## config.mk

```make
export PLATFORM = sky130hd
export DESIGN_NAME = uart_tx_arbiter
export DESIGN_NICKNAME = d
export VERILOG_FILES = /design/src/rtl/uart_arb_pkg.sv /design/src/rtl/rr_select.sv /design/src/rtl/uart_tx_arbiter.sv
export SDC_FILE = /design/constraint.sdc
export NUM_CORES = 1
export LEC_CHECK = 0
export BUFFER_PORTS_ARGS = -buffer_cell sky130_fd_sc_hd__buf_2
export CORE_MARGIN = 5
export CORE_UTILIZATION = 49
export CTS_CLUSTER_DIAMETER = 100
export DETAILED_ROUTE_END_ITERATION = 8
export PLACE_DENSITY = 0.79
export RECOVER_POWER = 100
export SLEW_MARGIN = 10
export SYNTH_ARGS = -nofsm -noshare
export SYNTH_HDL_FRONTEND = slang
export SYNTH_SLANG_ARGS = --single-unit
```

## constraint.sdc

```tcl
create_clock -name clk -period 2 [get_ports clk]
set_input_delay 0 -clock clk [delete_from_list [all_inputs] [get_ports clk]]
set_output_delay 0 -clock clk [all_outputs]
set_load 0.02 [all_outputs]
```

## src/rtl/uart_arb_pkg.sv

```systemverilog
// uart_arb_pkg: arbiter state encoding, ASCII bytes shared with readout controllers, index-width helper
package uart_arb_pkg;
  typedef enum logic [2:0] {IDLE, LOAD, SEND, WAIT_CLR, HOLD} state_t;
  localparam logic [7:0] ONE = 8'h31, ZERO = 8'h30, SPACE = 8'h20, UNDERLINE = 8'h5F;
  function automatic int idx_w(input int n);
    return (n > 1) ? $clog2(n) : 1;
  endfunction
endpackage

```

## src/rtl/rr_select.sv

```systemverilog
// rr_select: round-robin picker starting at ptr; in req/ptr, out one-hot win, win_idx, any_req
module rr_select import uart_arb_pkg::*; #(
  parameter int NUM_REQ = 4,
  parameter int IW = idx_w(NUM_REQ)
) (
  input  logic [NUM_REQ-1:0] req,
  input  logic [IW-1:0]      ptr,
  output logic [NUM_REQ-1:0] win,
  output logic [IW-1:0]      win_idx,
  output logic               any_req
);
  logic [IW-1:0] j;
  always_comb begin
    win_idx = '0;
    j = '0;
    for (int i = NUM_REQ - 1; i >= 0; i--) begin
      j = IW'((int'(ptr) + i) % NUM_REQ);
      if (req[j]) win_idx = j;
    end
  end
  assign any_req = |req;
  assign win = any_req ? NUM_REQ'(1) << win_idx : '0;
endmodule

```

## src/rtl/uart_tx_arbiter.sv

```systemverilog
// uart_tx_arbiter: packet-locked round-robin share of one UART tx; in req/req_data/req_last/tx_clear, out req_ack/grant/busy/lock_timeout/tx_transmit/tx_data
module uart_tx_arbiter import uart_arb_pkg::*; #(
  parameter int NUM_REQ = 4,
  parameter int DATAWIDTH = 8,
  parameter int HOLD_TIMEOUT = 1024
) (
  input  logic                         clk,
  input  logic                         rst,
  input  logic [NUM_REQ-1:0]           req,
  input  logic [NUM_REQ*DATAWIDTH-1:0] req_data,
  input  logic [NUM_REQ-1:0]           req_last,
  output logic [NUM_REQ-1:0]           req_ack,
  output logic [NUM_REQ-1:0]           grant,
  output logic                         busy,
  output logic                         lock_timeout,
  output logic                         tx_transmit,
  output logic [DATAWIDTH-1:0]         tx_data,
  input  logic                         tx_clear
);
  localparam int IW = idx_w(NUM_REQ);
  localparam int CW = (HOLD_TIMEOUT > 0) ? $clog2(HOLD_TIMEOUT + 1) : 1;
  localparam logic [CW-1:0] CNT_LAST = CW'((HOLD_TIMEOUT > 0) ? HOLD_TIMEOUT - 1 : 0);
  state_t state, state_n;
  logic [IW-1:0] ptr, owner, win_idx;
  logic [NUM_REQ-1:0] win;
  logic [CW-1:0] cnt;
  logic any_req, own_req, hold_last, tout, rel;
  rr_select #(.NUM_REQ(NUM_REQ), .IW(IW)) u_sel (
    .req(req), .ptr(ptr), .win(win), .win_idx(win_idx), .any_req(any_req)
  );
  assign own_req = req[owner];
  assign tout = (HOLD_TIMEOUT != 0) && state == HOLD && !own_req && cnt == CNT_LAST;
  assign rel = (state == WAIT_CLR && !tx_clear && hold_last) || tout;
  always_comb begin
    state_n = state;
    case (state)
      IDLE:     state_n = any_req ? LOAD : IDLE;
      LOAD:     state_n = own_req ? SEND : HOLD;
      SEND:     state_n = tx_clear ? WAIT_CLR : SEND;
      WAIT_CLR: state_n = tx_clear ? WAIT_CLR : hold_last ? IDLE : own_req ? LOAD : HOLD;
      HOLD:     state_n = own_req ? LOAD : tout ? IDLE : HOLD;
      default:  state_n = IDLE;
    endcase
  end
  always_ff @(posedge clk or negedge rst) begin
    if (!rst) begin
      state <= IDLE;
      ptr <= '0;
      owner <= '0;
      grant <= '0;
      cnt <= '0;
      tx_data <= '0;
      hold_last <= 1'b0;
    end else begin
      state <= state_n;
      cnt <= (state != HOLD) ? '0 : (&cnt) ? cnt : cnt + 1'b1;
      if (state == IDLE && any_req) begin
        owner <= win_idx;
        grant <= win;
      end
      if (rel) begin
        grant <= '0;
        ptr <= (owner == IW'(NUM_REQ - 1)) ? '0 : owner + 1'b1;
      end
      if (state == LOAD && own_req) begin
        tx_data <= req_data[owner*DATAWIDTH +: DATAWIDTH];
        hold_last <= req_last[owner];
      end
    end
  end
  assign busy = state != IDLE;
  assign tx_transmit = state == SEND;
  assign lock_timeout = tout;
  assign req_ack = (state == LOAD && own_req) ? grant : '0;
endmodule

```

==> impl_metrics.yaml, run 1 <==
timing:
  worstMarginPinSlew_ps: 782
  max_freq_ghz: 0.518
  skew_ps: 7.29
  max-slew-margin-rel_pct: 47.8
  rsz0062_at_grt: "no"
  period_minus_slack_ps: 1930
  setup_violations: 0
  slew_viol_final: 0
  finalSetupTns_ps: 0
  fin_crit_sh_pct: 96.6
  hold_viol_final: 0
routing:
  drt_iter0_drc: 67
  ant_nets: 0
  drc_errors: 0
  totalWireLength_um: 4160
  wl_per_cell_um: 14.9
  vias: 1497
  firstDrtPassIters: 4
  via_per_inst: 5.37
worst_setup_path:
  critPathMaxStageDelay_ps: 410
  path_max_fanout: 6
  crit_family: "multiplexers"
  reg2reg_slack_ps: 70
  path_class: "reg2reg"
  required_ps: 2210
  arrival_ps: 2140
  cp-start-kind: "flop"
  crit_slowest_cell: "mux4_2"
  setup.worst_path.end_class: "flop"
  critical_path_buf_inv_count: 2
  path_cells: "mux4_2, nand3b_1, nor2_4, buf_12, clkbuf_4, mux2_2"
floorplan:
  io_pins: 62
  fp.dieW_um: 70.1
  row_count: 21
  die-area_sq_um: 4910
  coreArea_sq_um: 3420
  floorplan.initialDensity_pct: 51.8
  dieHeight_um: 70.1
placement:
  io_buffers: 61
  hpwl_um: 3080
  place.gp.congestion: 0.820
cts:
  cts_buffers: 5
  cts_tree: "done"
  htreeDepth: 2
  path_clk_slew_ps: 90
  clock-sinks: 31
  clock_path_buffers: 2
  clock_latency_ps: 330
  root_buffer: "clkbuf_4"
power_and_ir_drop:
  p_leak_nw: 1.03
  power.total_mw: 2.71
  p_per_area_nw_per_um2: 1200
  peakVddDrop_mv: 0.804
global_route:
  gr-total-overflow: 0
  grt_usage_pct: 17.6
  antenna_found_initial: 0
  grt_pass1_wl_um: 6880
  grt_max_degree: 32
  grt_pass1_vias: 1546
job:
  maxCapViolCount: 0
logic_synthesis:
  ys_seq_elements: 31
  synthMuxAreaShare_pct: 21.4
  yosys.area_share.simple_pct: 18.3
  yosys.area_share.xor_xnor_pct: 2.97
  synth_top_family_by_area: "multiplexers"
  synthAdderAreaFrac_pct: 1.42
  ys_warn_count: 0
  synth_edf_count: 0
  seq_area_frac_synth_pct: 43.9
  synth-compound-area-share_pct: 9.48
  synth_nets: 200
  synth_ff_type: "dfrtp_1"
  synth_area_per_cell_sq_um: 11.4
  yosysUniqueCellTypes: 46
  postSynthCellCount: 155
  synthesis.area_sq_um: 1770
  synthArstFlopShare_pct: 100
cells_and_area:
  drive_gt1_share_pct: 39.5
  diodes: 0
  syn2layout_area_growth_pct: 28.1
  finalNetCount: 278
  nFillCells: 293
  ff_latch_area_sq_um: 776
  multiInputGateArea_sq_um: 945
min_path:
  hold_class: "in2reg"
status:
  status: "complete, no violations"
## stage by stage
step           cells  worst slack, ps  utilization (%)  hold slack [ps]  instance area, sq um
3_3_place_gp     261              163             62.5             71.5                  2140
4_1_cts          270             40.3             64.9              108                  2220
6_report         279             68.0             66.3              117                  2260
5_1_grt          279             9.93             66.3              111                  2260
2_1_floorplan    155             25.1                -             -296                  1770
3_5_place_dp     261             81.4             62.5             83.1                  2140
## worst reg2reg max path, delay by kind of cell (launching register included)
| family | cells | cell delay [ps] |
|---|---|---|
| AND/OR/NAND/NOR | 2 | 410 |
| multiplexers | 2 | 740 |
| flip-flops | 1 | 400 |
| buffers and inverters | 2 | 270 |
## routing by layer
layer | vias to the layer above | share of wire [%] | GRT usage [%]
met4 | 0 | 1.6 | 6.81
met1 | 727 | 42 | 22.2
met5 | - | 0 | 0
met2 | 45 | 51 | 28.8
met3 | 8 | 6.0 | 4.59
li1 | 717 | - | -
## cell usage in the layout (no fill, tap or decap), types with 2 or more instances in the layout
cell type and instances:
buf_2 43, dfrtp_1 31, nand2_1 15, clkbuf_1 15, nor2_1 14, mux4_2 10
clkbuf_4 10, mux2_2 9, a21oi_1 8, o21ai_0 6, buf_4 6, and2_1 5
xor2_1 5, clkbuf_2 5, nand3_1 4, inv_1 3, nand3b_1 3, mux2i_1 3
or3_1 2, o22ai_1 2, mux2_1 2, nor3_1 2, ha_1 2, dlygate4sd3_1 2
## layout make-up
| class | instances | share of cell area (%) |
|---|---|---|
| clock buffer | 6 | 2.27 |
| clock inverter | 1 | 0.221 |
| inverter | 3 | 0.497 |
| multi-input combinational | 115 | 41.7 |
| sequential | 31 | 34.3 |
| tap | 46 | 2.54 |
| timing repair buffer | 77 | 18.5 |
## Yosys cell counts, types with 2 or more instances
master | number | area, sq um
dfrtp_1 | 31 | 776
nand2_1 | 15 | 56.3
nor2_1 | 14 | 52.6
mux4_2 | 10 | 225
mux2_2 | 9 | 101
a21oi_1 | 7 | 35.0
o21ai_0 | 6 | 30.0
and2_1 | 5 | 31.3
xor2_1 | 5 | 43.8
nand3_1 | 4 | 20.0
clkbuf_1 | 3 | 11.3
inv_1 | 3 | 11.3
mux2i_1 | 3 | 30.0
nand3b_1 | 3 | 22.5
buf_2 | 2 | 10.0
ha_1 | 2 | 25.0
mux2_1 | 2 | 22.5
nor3_1 | 2 | 10.0
o22ai_1 | 2 | 12.5
## cells by family (layout without fill, tap and decap cells)
logic type / Yosys count / after routing
buf+inv: 9 / 87
mux: 24 / 24
compound gates: 24 / 24
xor+xnor: 6 / 6
flops: 31 / 31
simple gates: 59 / 59
fa+ha+maj: 2 / 2
## where the power goes
group | leakage (nW) | internal [mW] | switching, mW
combinational | 0.597 | 0.642 | 0.716
clock | 0.0341 | 0.163 | 0.207
sequential | 0.400 | 0.823 | 0.163
total | 1.03 | 1.63 | 1.09
## timing repair
action / CTS / global route
setup buffers: 0 / 9
hold buffers: 2 / 0
hold endpoints to repair: 32 / 0
resized for setup: 1 / 0
setup endpoints to repair: 4 / 6
pin swaps: 0 / 1
## registers in the layout (all words and copies together) (netlist names)
register   flops
cnt           11
grant          4
hold_last      1
owner          2
ptr            2
state          3
tx_data        8
## path summary, 6_finish.rpt
path,start,to,depth (start not counted)
setup / recovery,owner[0]$_DFFE_PN0P_,tx_data[4]$_DFFE_PN0N_,6
hold / removal,req_data[7],tx_data[7]$_DFFE_PN0N_,3
max in group asynchronous,rst,state[2]$_DFF_PN0_,2
setup reg to reg,owner[0]$_DFFE_PN0P_,tx_data[4]$_DFFE_PN0N_,6
hold reg to reg,tx_data[3]$_DFFE_PN0N_,tx_data[3]$_DFFE_PN0N_,1
min in group asynchronous,rst,grant[2]$_DFFE_PN0P_,2
Note: power is estimated with default switching activity, not from simulation.
==> run 2, diff against run 1 <==
--- a/config.mk
+++ b/config.mk
@@ -7,12 +7,12 @@
 export LEC_CHECK = 0
 export BUFFER_PORTS_ARGS = -buffer_cell sky130_fd_sc_hd__buf_2
 export CORE_MARGIN = 5
-export CORE_UTILIZATION = 49
+export CORE_UTILIZATION = 51
 export CTS_CLUSTER_DIAMETER = 100
 export DETAILED_ROUTE_END_ITERATION = 8
-export PLACE_DENSITY = 0.79
+export PLACE_DENSITY = 0.8
 export RECOVER_POWER = 100
-export SLEW_MARGIN = 10
 export SYNTH_ARGS = -nofsm -noshare
 export SYNTH_HDL_FRONTEND = slang
+export SYNTH_HIERARCHICAL = 1
 export SYNTH_SLANG_ARGS = --single-unit
==> run 2 against run 1 <==
Final cell count rose by 6.5%. Via count increased by 12%. Critical path depth decreased by 2. Largest cell class unchanged. Total power increased by 12%. First-iteration DRC count down 18%. Routed wire length is 5.4% higher. Setup slack improved by 47 ps. Utilization is 0.14 points lower. Clock skew hardly changed. Clock power up 75%. Clock-buffer cell count is the same. Synthesized area rose by 8.5%.
==> impl_metrics.yaml, run 2 <==
timing:
  period_minus_slack_ps: 1880
  skew_ps: 7.13
  max-slew-margin-rel_pct: 50.5
  slew_viol_final: 0
  max_freq_ghz: 0.531
  hold_viol_final: 0
  fin_ws_ps: 115
  finalSetupTns_ps: 0
  fin_crit_sh_pct: 94.2
  hold_ws_ps: 139
  worstMarginPinSlew_ps: 743
  setup_violations: 0
job:
  maxCapViolCount: 0
routing:
  firstDrtPassIters: 4
  drt_iter0_drc: 55
  via_per_inst: 5.63
  totalWireLength_um: 4390
  wl_per_cell_um: 14.8
  ant_nets: 0
  drc_errors: 0
  vias: 1672
cells_and_area:
  mostFrequentLayoutCell: "buf_2"
  top_register: "cnt"
  layout_common_cells: "buf_2 (46), dfrtp_1 (31), nor2_1 (21), clkbuf_1 (18), a21oi_1 (10)"
  top_regs: "cnt (11), tx_data (8), grant (4)"
  syn2layout_area_growth_pct: 26.3
  finalNetCount: 293
  final_util_pct: 66.2
  drive_gt1_share_pct: 32.9
  diodes: 0
  largest_register_ff_count: 11
worst_setup_path:
  critPathMaxStageDelay_ps: 520
  path_cells: "mux4_2, clkbuf_1, o41ai_4, mux2_2"
  required_ps: 2180
  path_max_fanout: 4
  arrival_ps: 2060
  critical_path_buf_inv_count: 1
  reg2reg_slack_ps: 120
  path_class: "reg2reg"
  setup.worst_path.end_class: "flop"
  crit_slowest_cell: "mux4_2"
  crit_family: "multiplexers"
  cp-start-kind: "flop"
global_route:
  grt_pass1_vias: 1741
  grt_max_degree: 32
  antenna_found_initial: 0
  grt_pass1_wl_um: 7710
  grt_usage_pct: 19.1
  gr-total-overflow: 0
placement:
  io_buffers: 61
  place.gp.congestion: 0.785
  dp_slack_ps: -86.7
  hpwl_um: 3300
cts:
  clock_latency_ps: 290
  cts_tree: "done"
  clock_path_buffers: 2
  cts_setup_buffers: 0
  root_buffer: "clkbuf_8"
  path_clk_slew_ps: 70
  clock-sinks: 31
  cts_buffers: 5
  htreeDepth: 2
power_and_ir_drop:
  sw_frac_of_total_pct: 38.4
  power.total_mw: 3.05
  power.switching_mw: 1.17
  p_per_area_nw_per_um2: 1260
  comb_power_share_pct: 45.3
  clkPwrFrac_pct: 21.1
  peakVddDrop_mv: 0.807
  cell_internal_pwr_mw: 1.88
  seqPwrFrac_pct: 33.6
  p_leak_nw: 1.12
floorplan:
  die-area_sq_um: 5090
  floorplan.initialDensity_pct: 52.4
  fp.dieW_um: 71.3
  row_count: 22
  dieHeight_um: 71.3
  io_pins: 62
  coreArea_sq_um: 3660
logic_synthesis:
  ys_seq_elements: 31
  yosysTopAreaCellShare_pct: 40.4
  seq_area_frac_synth_pct: 40.4
  yosysUniqueCellTypes: 50
  synth_edf_count: 0
  ys_warn_count: 6
  postSynthCellCount: 176
  synthesis.area_sq_um: 1920
  synth.area.top_cells: "dfrtp_1 (40%), mux4_2 (11%), mux2_1 (5.3%)"
  synthArstFlopShare_pct: 100
  synth_ff_type: "dfrtp_1"
  synth_common_cells: "dfrtp_1 (31), nor2_1 (22), a21oi_1 (10)"
  synth_top_area_cell: "dfrtp_1"
  yosys.cell_count.top_type: "dfrtp_1"
  synth_area_per_cell_sq_um: 10.9
  synth_nets: 221
status:
  status: "complete, no violations"
min_path:
  hold_class: "in2reg"
run 2: worst min-delay path: cells and delay by family:
kind | cells | cell delay (ps)
muxes | 2 | 330
buffers and inverters | 1 | 70
run 2: cell families after synthesis:
family	after synthesis	share of synthesized area (%)
AND/OR/NAND/NOR	66	18.3
AO/OA/AOI/OAI	35	12.9
flip-flops	31	40.4
multiplexers	27	22.0
buffers and inverters	11	3.26
XOR/XNOR	4	1.83
adder cells (fa/ha/maj)	2	1.30
run 2: layout make-up:
class	count	area, sq um
well taps	48	60.1
inverters	3	11.3
fillers	295	1240
multi-input cells	134	1090
clock buffers	6	82.6
flip-flops and latches	31	776
repair buffers	73	368
clock inverters	2	35.0
run 2: worst paths after layout:
path,cells after the start,startpoint,endpoint
worst min register to register,1,tx_data[3]$_DFFE_PN0N_,tx_data[3]$_DFFE_PN0N_
min in group asynchronous,2,rst,cnt[6]$_DFFE_PN0P_
worst max register to register,4,owner[0]$_DFFE_PN0P_,ptr[0]$_DFFE_PN0P_
worst max-delay path,4,owner[0]$_DFFE_PN0P_,ptr[0]$_DFFE_PN0P_
worst min-delay path,3,req_data[27],tx_data[3]$_DFFE_PN0N_
max in group asynchronous,2,rst,tx_data[5]$_DFFE_PN0N_
run 2: power groups by stage:
| stage | clock, mW | combinational, mW | sequential, mW |
|---|---|---|---|
| after floorplan | 0 | 0.913 | 1.13 |
| after global placement | 0 | 1.41 | 1.02 |
| after detailed placement | 0 | 1.44 | 1.02 |
| after CTS | 0.659 | 1.45 | 1.02 |
| after global routing | 0.686 | 1.51 | 1.06 |
| final | 0.644 | 1.38 | 1.02 |
run 2: repair_timing:
action / in CTS / in global routing
setup endpoints to repair: 13 / 3
gates resized for setup: 2 / 2
pin swaps: 0 / 1
hold endpoints to repair: 32 / 0
hold buffers: 2 / 0
run 2: metal layers:
layer / share of wire, % / global-route usage, % / vias up
li1: - / - / 796
met5: 0 / 0 / -
met3: 6.4 / 5.89 / 12
met1: 39 / 22.2 / 819
met4: 2.1 / 7.72 / 0
met2: 52 / 32.7 / 45
run 2: through the flow:
step | cells | area [sq um]
2_1_floorplan | 176 | 1920
3_3_place_gp | 287 | 2310
3_5_place_dp | 287 | 2310
4_1_cts | 297 | 2450
5_1_grt | 297 | 2420
6_report | 297 | 2420
==> run 3, diff against run 2 <==
--- a/config.mk
+++ b/config.mk
@@ -10,7 +10,7 @@
 export CORE_UTILIZATION = 51
 export CTS_CLUSTER_DIAMETER = 100
 export DETAILED_ROUTE_END_ITERATION = 8
-export PLACE_DENSITY = 0.8
+export PLACE_DENSITY_LB_ADDON = 0.2
 export RECOVER_POWER = 100
 export SYNTH_ARGS = -nofsm -noshare
 export SYNTH_HDL_FRONTEND = slang
==> run 3 against run 2 <==
Final cell count increased by 1.3%. Largest cell class unchanged. Global-route usage decreased by 0.44 points. Die area unchanged. Routed wire length unchanged. Flip-flop and latch count unchanged. Sequential share of layout area increased by 0.13 points. Combinational power about the same.
==> impl_metrics.yaml, run 3 (synthesized netlist as in run 2, its figures left out) <==
routing:
  wl_per_cell_um: 14.6
  drt_iter0_drc: 62
  ant_nets: 0
  drc_errors: 0
  firstDrtPassIters: 4
  vias: 1658
  totalWireLength_um: 4390
  via_per_inst: 5.51
cts:
  clock_path_buffers: 2
  cts_buffers: 5
  root_buffer: "clkbuf_8"
  clock_latency_ps: 280
  htreeDepth: 2
  cts_tree: "done"
  clock-sinks: 31
  cts_setup_buffers: 0
  path_clk_slew_ps: 60
min_path:
  whs_path_depth: 3
  min_to: "tx_data[6]$_DFFE_PN0N_"
  worstHoldStart: "req_data[30]"
  hold_class: "in2reg"
global_route:
  grt_max_degree: 32
  antenna_found_initial: 0
  gr-usage-met3_pct: 6.45
  busiest_layer: "met2"
  met2_usage_pct: 33.1
  gr-total-overflow: 0
  grt_pass1_wl_um: 7500
  grt_pass1_vias: 1688
  grt_usage_pct: 18.6
  gr-usage-met1_pct: 21.3
power_and_ir_drop:
  comb_power_share_pct: 48.5
  p_per_area_nw_per_um2: 1200
  power.total_mw: 2.88
  cell_internal_pwr_mw: 1.72
  seqPwrFrac_pct: 35.2
  power.switching_mw: 1.16
  clkPwrFrac_pct: 16.3
  peakVddDrop_mv: 0.774
  sw_frac_of_total_pct: 40.2
  p_leak_nw: 1.12
status:
  status: "complete, no violations"
timing:
  finalSetupTns_ps: 0
  max-slew-margin-rel_pct: 48.6
  rsz0062_at_grt: "no"
  setup_violations: 0
  skew_ps: 3.57
  fin_crit_sh_pct: 94.1
  max_freq_ghz: 0.532
  hold_viol_final: 0
  period_minus_slack_ps: 1880
  slew_viol_final: 0
  hold_ws_ps: 144
  worstMarginPinSlew_ps: 771
worst_setup_path:
  setup.worst_path.end_class: "flop"
  reg2reg_slack_ps: 120
  crit_slowest_cell: "mux4_2"
  path_max_fanout: 4
  rr_endpoint: "ptr[0]$_DFFE_PN0P_"
  reg2regPathDepth: 4
  r2r-start: "owner[0]$_DFFE_PN0P_"
  crit_family: "multiplexers"
  required_ps: 2160
  critPathMaxStageDelay_ps: 520
  critical_path_buf_inv_count: 1
  path_cells: "mux4_2, clkbuf_1, o41ai_4, mux2_1"
  cp-start-kind: "flop"
  arrival_ps: 2050
  path_class: "reg2reg"
cells_and_area:
  top_register: "cnt"
  layout_common_cells: "buf_2 (43), dfrtp_1 (31), nor2_1 (21), clkbuf_1 (20), mux2_1 (11)"
  syn2layout_area_growth_pct: 25.8
  top_regs: "cnt (11), tx_data (8), grant (4)"
  finalNetCount: 297
  multiInputGateArea_sq_um: 1090
  diodes: 0
  largest_register_ff_count: 11
  nFillCells: 323
  fin_area_sq_um: 2410
  mostFrequentLayoutCell: "buf_2"
  ff_latch_area_sq_um: 776
  drive_gt1_share_pct: 32.4
floorplan:
  row_count: 22
  floorplan.initialDensity_pct: 52.4
  dieHeight_um: 71.3
  io_pins: 62
  fp.dieW_um: 71.3
  die-area_sq_um: 5090
  coreArea_sq_um: 3660
placement:
  place.gp.congestion: 0.770
  hpwl_um: 3350
  dpl-instance-area_sq_um: 2340
  io_buffers: 61
job:
  maxCapViolCount: 0
run 3: worst max-delay path by stage:
stage                               startpoint                endpoint  cells past startpoint  slack [ps]
after global placement    owner[0]$_DFFE_PN0P_  tx_data[2]$_DFFE_PN0N_                      4         -90
after global routing        cnt[0]$_DFFE_PN0P_            lock_timeout                      6          20
after floorplan           owner[0]$_DFFE_PN0P_      ptr[0]$_DFFE_PN0P_                      3          80
final                     owner[0]$_DFFE_PN0P_      ptr[0]$_DFFE_PN0P_                      4         120
after CTS                   cnt[0]$_DFFE_PN0P_            lock_timeout                      6          50
after detailed placement  owner[0]$_DFFE_PN0P_  tx_data[3]$_DFFE_PN0N_                      4        -160
run 3: power by group through the flow:
stage               clock network, mW  logic [mW]  registers, mW
global placement                    0        1.45           1.01
finish                          0.471        1.40           1.02
global route                    0.515        1.54           1.05
CTS                             0.482        1.50           1.02
detailed placement                  0        1.48           1.02
floorplan                           0       0.913           1.13
run 3: metal layers:
layer  wire (um)  vias up
met5           0        -
met4          56        0
met3         273        9
met2        2280       55
met1        1780      793
li1            -      801
run 3: per-stage QoR:
step	utilization (%)	std cells	worst slack [ps]
after floorplan	-	176	75.0
after global placement	63.8	291	-88.9
after detailed placement	63.8	291	-155
after CTS	66.8	301	52.4
after global routing	65.9	301	17.3
final	65.9	301	119
run 3: cell type report:
type,instances,area share (%)
Clock inverter,1,0.207
Tap cell,48,2.49
Timing Repair Buffer,77,16.5
Inverter,3,0.467
Clock buffer,7,3.16
Sequential cell,31,32.2
Multi-Input combinational cell,134,45.0
run 3: what timing repair did:
action,CTS,global route
hold endpoints to repair,32,0
resized for setup,2,1
setup endpoints to repair,15,1
hold buffers,2,0
pin swaps,1,0
run 3: worst min-delay path: cells and delay by family:
family   cells  cell delay (ps)
buf+inv      1               70
mux          2              320
